**config.mk**
```make
export PLATFORM = sky130hd
export DESIGN_NAME = delay_timer_gen2
export DESIGN_NICKNAME = d
export VERILOG_FILES = /design/src/rtl/delay_timer_gen2.sv
export SDC_FILE = /design/constraint.sdc
export NUM_CORES = 1
export LEC_CHECK = 0
export ABC_AREA = 1
export BUFFER_PORTS_ARGS = -buffer_cell sky130_fd_sc_hd__buf_2
export CAP_MARGIN = 10
export CORE_MARGIN = 1
export CORE_UTILIZATION = 30
export CTS_CLUSTER_SIZE = 20
export DETAILED_ROUTE_END_ITERATION = 7
export PLACE_DENSITY = 0.58
export SETUP_SLACK_MARGIN = 0.2
export SLEW_MARGIN = 30
export SYNTH_ARGS = -nofsm -noshare
export SYNTH_HDL_FRONTEND = slang
export SYNTH_SLANG_ARGS = --single-unit
export TNS_END_PERCENT = 20
```
**constraint.sdc**
```tcl
create_clock -name sysclk -period 1.8 [get_ports sysclk]
set_clock_uncertainty 0.1 [all_clocks]
set_input_delay 0.09 -clock sysclk [delete_from_list [all_inputs] [get_ports sysclk]]
set_output_delay 0.09 -clock sysclk [all_outputs]
set_load 0.03 [all_outputs]
```
**src/rtl/delay_timer_gen2.sv**
```systemverilog
// -----------------------------------------------------------------------------
// delay_timer_gen2
//
// Trigger-started programmable delay timer. A start loads a down-counter with
// max(n,1)-1. When the counter reaches zero, time_out is raised for PULSE_W
// cycles. Afterwards the timer either reloads (periodic mode) or waits for
// trigger to drop (one-shot mode). A synchronous abort cancels any activity.
//
// Parameters:
//   BIT_SZ   width of the delay value n and of the remaining-count status
//   PULSE_W  number of cycles time_out stays high per expiry (1..255)
//
// Ports:
//   sysclk     in   system clock, rising edge
//   rst_n      in   asynchronous active-low reset
//   trigger    in   start request, level-sampled
//   n          in   delay length in cycles (0 behaves as 1)
//   periodic   in   1 = auto-reload, 0 = one-shot (sampled at start)
//   abort      in   synchronous cancel, highest priority
//   time_out   out  expiry pulse
//   busy       out  high while counting or pulsing
//   remaining  out  current count while counting, 0 otherwise
//
// Compile-time option:
//   DELAY_RETRIG_EN  when defined, a rising edge of trigger while counting or
//                    pulsing restarts the delay with a freshly sampled n.
// -----------------------------------------------------------------------------
module delay_timer_gen2 #(
    parameter int BIT_SZ  = 10,
    parameter int PULSE_W = 1
) (
    input  logic              sysclk,
    input  logic              rst_n,
    input  logic              trigger,
    input  logic [BIT_SZ-1:0] n,
    input  logic              periodic,
    input  logic              abort,
    output logic              time_out,
    output logic              busy,
    output logic [BIT_SZ-1:0] remaining
);

    typedef enum logic [1:0] {
        IDLE     = 2'b00,
        COUNTING = 2'b01,
        TIME_OUT = 2'b10,
        WAIT_LOW = 2'b11
    } state_t;

    localparam logic [BIT_SZ-1:0] ONE        = {{(BIT_SZ-1){1'b0}}, 1'b1};
    localparam logic [7:0]        PULSE_LAST = 8'(PULSE_W - 1);

    state_t            r_state;
    state_t            w_state_nxt;
    logic [BIT_SZ-1:0] r_count;
    logic [BIT_SZ-1:0] r_n_lat;
    logic              r_per_lat;
    logic [7:0]        r_pulse_cnt;
    logic              r_time_out;
    logic              r_busy;

    logic [BIT_SZ-1:0] w_n_eff;
    logic              w_count_zero;
    logic              w_pulse_last;
    logic              w_retrig;
    logic              w_time_out_nxt;
    logic              w_busy_nxt;

    // A programmed delay of 0 is treated as 1 so the counter never underflows.
    assign w_n_eff      = (n == '0) ? ONE : n;
    assign w_count_zero = (r_count == '0);
    assign w_pulse_last = (r_pulse_cnt == PULSE_LAST);

`ifdef DELAY_RETRIG_EN
    logic r_trig_d;

    // Reset to 1 so a trigger already high when reset releases is not an edge.
    always_ff @(posedge sysclk or negedge rst_n) begin
        if (!rst_n) r_trig_d <= 1'b1;
        else        r_trig_d <= trigger;
    end

    assign w_retrig = trigger && !r_trig_d &&
                      ((r_state == COUNTING) || (r_state == TIME_OUT));
`else
    assign w_retrig = 1'b0;
`endif

    // State register.
    // NOTE: sequential state uses non-blocking assignments so every register
    // samples the pre-edge values, independent of process ordering.
    always_ff @(posedge sysclk or negedge rst_n) begin
        if (!rst_n) r_state <= IDLE;
        else        r_state <= w_state_nxt;
    end

    // Next-state logic. Abort outranks retrigger, which outranks normal flow.
    // NOTE: the default assignment first keeps this combinational block free
    // of inferred latches on paths that do not change state.
    always_comb begin
        w_state_nxt = r_state;
        if (abort) begin
            w_state_nxt = WAIT_LOW;
        end else if (w_retrig) begin
            w_state_nxt = COUNTING;
        end else begin
            case (r_state)
                IDLE:     if (trigger)      w_state_nxt = COUNTING;
                COUNTING: if (w_count_zero) w_state_nxt = TIME_OUT;
                TIME_OUT: if (w_pulse_last) w_state_nxt = r_per_lat ? COUNTING : WAIT_LOW;
                WAIT_LOW: if (!trigger)     w_state_nxt = IDLE;
                default:                    w_state_nxt = IDLE;
            endcase
        end
    end

    // Output decode: outputs are registered copies of the upcoming state, so
    // time_out rises on the same edge that enters TIME_OUT.
    always_comb begin
        w_time_out_nxt = (w_state_nxt == TIME_OUT);
        w_busy_nxt     = (w_state_nxt == COUNTING) || (w_state_nxt == TIME_OUT);
    end

    always_ff @(posedge sysclk or negedge rst_n) begin
        if (!rst_n) begin
            r_time_out <= 1'b0;
            r_busy     <= 1'b0;
        end else begin
            r_time_out <= w_time_out_nxt;
            r_busy     <= w_busy_nxt;
        end
    end

    // Datapath: latched configuration, delay counter and pulse-width counter.
    always_ff @(posedge sysclk or negedge rst_n) begin
        if (!rst_n) begin
            r_count     <= '0;
            r_n_lat     <= '0;
            r_per_lat   <= 1'b0;
            r_pulse_cnt <= '0;
        end else if (abort) begin
            r_count     <= '0;
            r_pulse_cnt <= '0;
        end else if (w_retrig) begin
            r_n_lat     <= w_n_eff;
            r_count     <= w_n_eff - ONE;
            r_pulse_cnt <= '0;
        end else begin
            case (r_state)
                IDLE: begin
                    if (trigger) begin
                        r_n_lat   <= w_n_eff;
                        r_per_lat <= periodic;
                        r_count   <= w_n_eff - ONE;
                    end
                end
                COUNTING: begin
                    if (w_count_zero) r_pulse_cnt <= '0;
                    else              r_count     <= r_count - ONE;
                end
                TIME_OUT: begin
                    if (w_pulse_last) begin
                        r_pulse_cnt <= '0;
                        if (r_per_lat) r_count <= r_n_lat - ONE;
                    end else begin
                        r_pulse_cnt <= r_pulse_cnt + 8'd1;
                    end
                end
                default: ;
            endcase
        end
    end

    assign time_out  = r_time_out;
    assign busy      = r_busy;
    assign remaining = (r_state == COUNTING) ? r_count : '0;

endmodule
```
==> impl_metrics.toml <==
[worst_setup_path]
ff2ff_path_depth = 12
worstPathMaxFanout = 8
r2r-end = "r_count[9]$_DFFE_PN0P_"
critPathKind = "reg2reg"
cp-start-kind = "flip-flop"
arrival_ps = 2000
cp.required_ps = 1930
reg2reg_slack_ps = -70
critPathCaptureType = "flip-flop"
r2r_start = "r_state[0]$_DFF_PN0_"

[detailed_routing]
wirelength_um = 5720
drt_iter0_markers = 62
drc = 0
wl_per_cell_um = 11.9
drt_pass1_iterations = 6
ant_nets = 0
detail_route.vias_per_cell = 4.65
vias = 2234

[synthesis]
synth_most_common_cell = "nand2_1"
synth_top_area_share_pct = 36.5
async_flop_share_pct = 100
synthTopCellsByArea = "dfrtp_1 37%, nand2_1 15%, inv_1 6.8%"
yosysWarnings = 0
yosysTopAreaCell = "dfrtp_1"
synth_area_um2 = 2260
synthTopCellsByCount = "93 x nand2_1, 41 x inv_1, 33 x dfrtp_1"
syn_area_per_cell_um2 = 7.32
synth-seq-cells = 33
syn-instance-count = 309
synth_fp_nets = 332
synth-seq-area-share_pct = 36.5
ys.flop_type = "dfrtp_1"
ys_types = 38
synth-edff-count = 0

[worst_hold_path]
holdPathStages = 3
holdCritStartpoint = "n[3]"
min_to = "r_n_lat[3]$_DFFE_PN0P_"
hold_class = "in2reg"

[sta]
min_period_ps = 1870
setup_viol = 8
tightestPinTransition_ps = 816
holdWs_ps = 9.11
slew_viol_final = 0
setup_tns_ps = -303
rsz0062_at_grt = "yes"
fin_crit_sh_pct = 104
fmax_mhz = 534
report.final.hold_viol_count = 0
layout_setup_ws_ps = -74.1
slew_headroom_pct = 45.6

[clocking]
clock_sinks = 33
cts_root_buf = "clkbuf_8"
path_clk_slew_ps = 70
cts_tree = "built"
cts_inserted_buffers = 5
clk_latency_ps = 290
cts_buffer_depth = 2
htreeDepth = 2

[floorplanning]
rows = 31
ios = 27
die_width_um = 88.8
initial_core_util_pct = 31.2
die_y_um = 88.8
dieArea_um2 = 7890
core_area_um2 = 7250

[status]
outcome = "complete, but fails checks"
violations = "negative setup slack"

[global_route]
antenna_found_initial = 0
grt_pass1_wl_um = 10200
grt_overflow = 0
grt_usage_pct = 16.7
grt_max_degree = 34
grt_pass1_vias = 2311

[placed_design]
dp_slack_ps = -116
gp_congestion = 0.828
port_buffers = 26
dp_hpwl_um = 4160
place_area_um2 = 2760

[job]
maxCapViolations = 0

[layout]
drive_gt1_share_pct = 32.5
num_antenna_cells = 0
final.fill_count = 759
nets = 403
stdcell_area_um2 = 3130
syn2layout_area_growth_pct = 38.2

[power_and_ir_drop]
leakagePower_nw = 1.65
max-vdd-ir-drop_v = 0.000768
pwr_density_cell_nw_per_um2 = 1750
## logic make-up after synthesis
family	Yosys count	synth area share (%)
and+or+nand+nor	174	38.0
buffers and inverters	53	9.68
AOI/OAI and AO/OA	37	9.68
DFF	33	36.5
adders and majority gates	8	4.43
xor gates and xnor gates	3	1.16
muxes	1	0.498
## timing repair
action | in CTS | in global routing
gates resized for setup | 37 | 4
setup buffers | 3 | 1
hold buffers | 8 | 0
endpoints found under the hold margin | 40 | 0
setup endpoints to repair | 31 | 32
pin swaps | 24 | 7
## registers in the layout (all words and copies together), names as in the netlist
signal,count
busy,1
r_count,10
r_n_lat,10
r_per_lat,1
r_pulse_cnt,8
r_state,2
time_out,1
## stage by stage
stage                     utilization (%)  power [mW]  std cells
after floorplan                         -        3.31        309
after global placement               38.1        4.29        460
after detailed placement             38.1        4.32        460
after CTS                            42.7        5.40        479
after global routing                 43.1        5.93        480
final                                43.1        5.47        480
## layout by cell type (no fill, tap or decap), types with 2 or more instances in the layout
cell,instances
inv_2,7
buf_4,39
buf_12,2
nand2_4,7
nor2_1,19
nand3_2,9
nand3b_1,2
o21bai_1,2
nand3_1,21
dfrtp_1,33
nand4_1,7
nor2_2,5
o21ai_0,13
clkbuf_8,7
buf_2,16
a21oi_1,6
ha_4,3
dlygate4sd3_1,8
buf_6,4
inv_1,39
nand2_2,8
xnor2_2,2
o21ai_1,6
nand2_1,90
ha_1,4
## final cells by class
class / instances / area (µm²) / area share [%]
multi-input cells: 223 / 1340 / 43.0
flip-flops and latches: 33 / 826 / 26.4
repair buffers: 69 / 538 / 17.2
inverters: 48 / 193 / 6.16
well taps: 99 / 124 / 3.96
clock buffers: 7 / 96.3 / 3.08
clock inverters: 1 / 5.00 / 0.160
## worst max-delay path, cell delays in order (launching register included)
cell and delay [ps]:
dfrtp_1 400, inv_2 80, ha_4 330, inv_6 50, buf_12 130, nand2_2 40
a21boi_4 180, nand2_2 70, nor2_2 130, nand3_1 80, nand2_1 80, nand3_1 70
nand2_1 60
## how the worst max path moves through the flow
stage | depth (start not counted) | slack [ps] | from | to
CTS | 11 | -60 | r_state[0]$_DFF_PN0_ | r_count[8]$_DFFE_PN0P_
floorplan | 11 | -90 | r_state[0]$_DFF_PN0_ | r_count[6]$_DFFE_PN0P_
global route | 10 | -200 | r_state[0]$_DFF_PN0_ | r_count[6]$_DFFE_PN0P_
finish | 12 | -70 | r_state[0]$_DFF_PN0_ | r_count[9]$_DFFE_PN0P_
detailed placement | 9 | -120 | r_state[0]$_DFF_PN0_ | busy$_DFF_PN0_
global placement | 9 | -140 | r_state[0]$_DFF_PN0_ | busy$_DFF_PN0_
## routing by layer
| layer | share of wire [%] | wire length, µm | vias to the layer above | GRT usage (%) |
|---|---|---|---|---|
| li1 | - | - | 1129 | - |
| met1 | 47 | 2660 | 1041 | 21.0 |
| met2 | 48 | 2730 | 55 | 28.3 |
| met3 | 3.8 | 217 | 9 | 3.08 |
| met4 | 1.9 | 110 | 0 | 6.60 |
| met5 | 0 | 0 | - | 0 |
## report_power, final
part	internal (mW)	switching, mW
sequential	0.963	0.144
clock	0.346	0.293
combinational	1.66	2.07
total	2.97	2.51
Power figures use the tool's default switching activity.
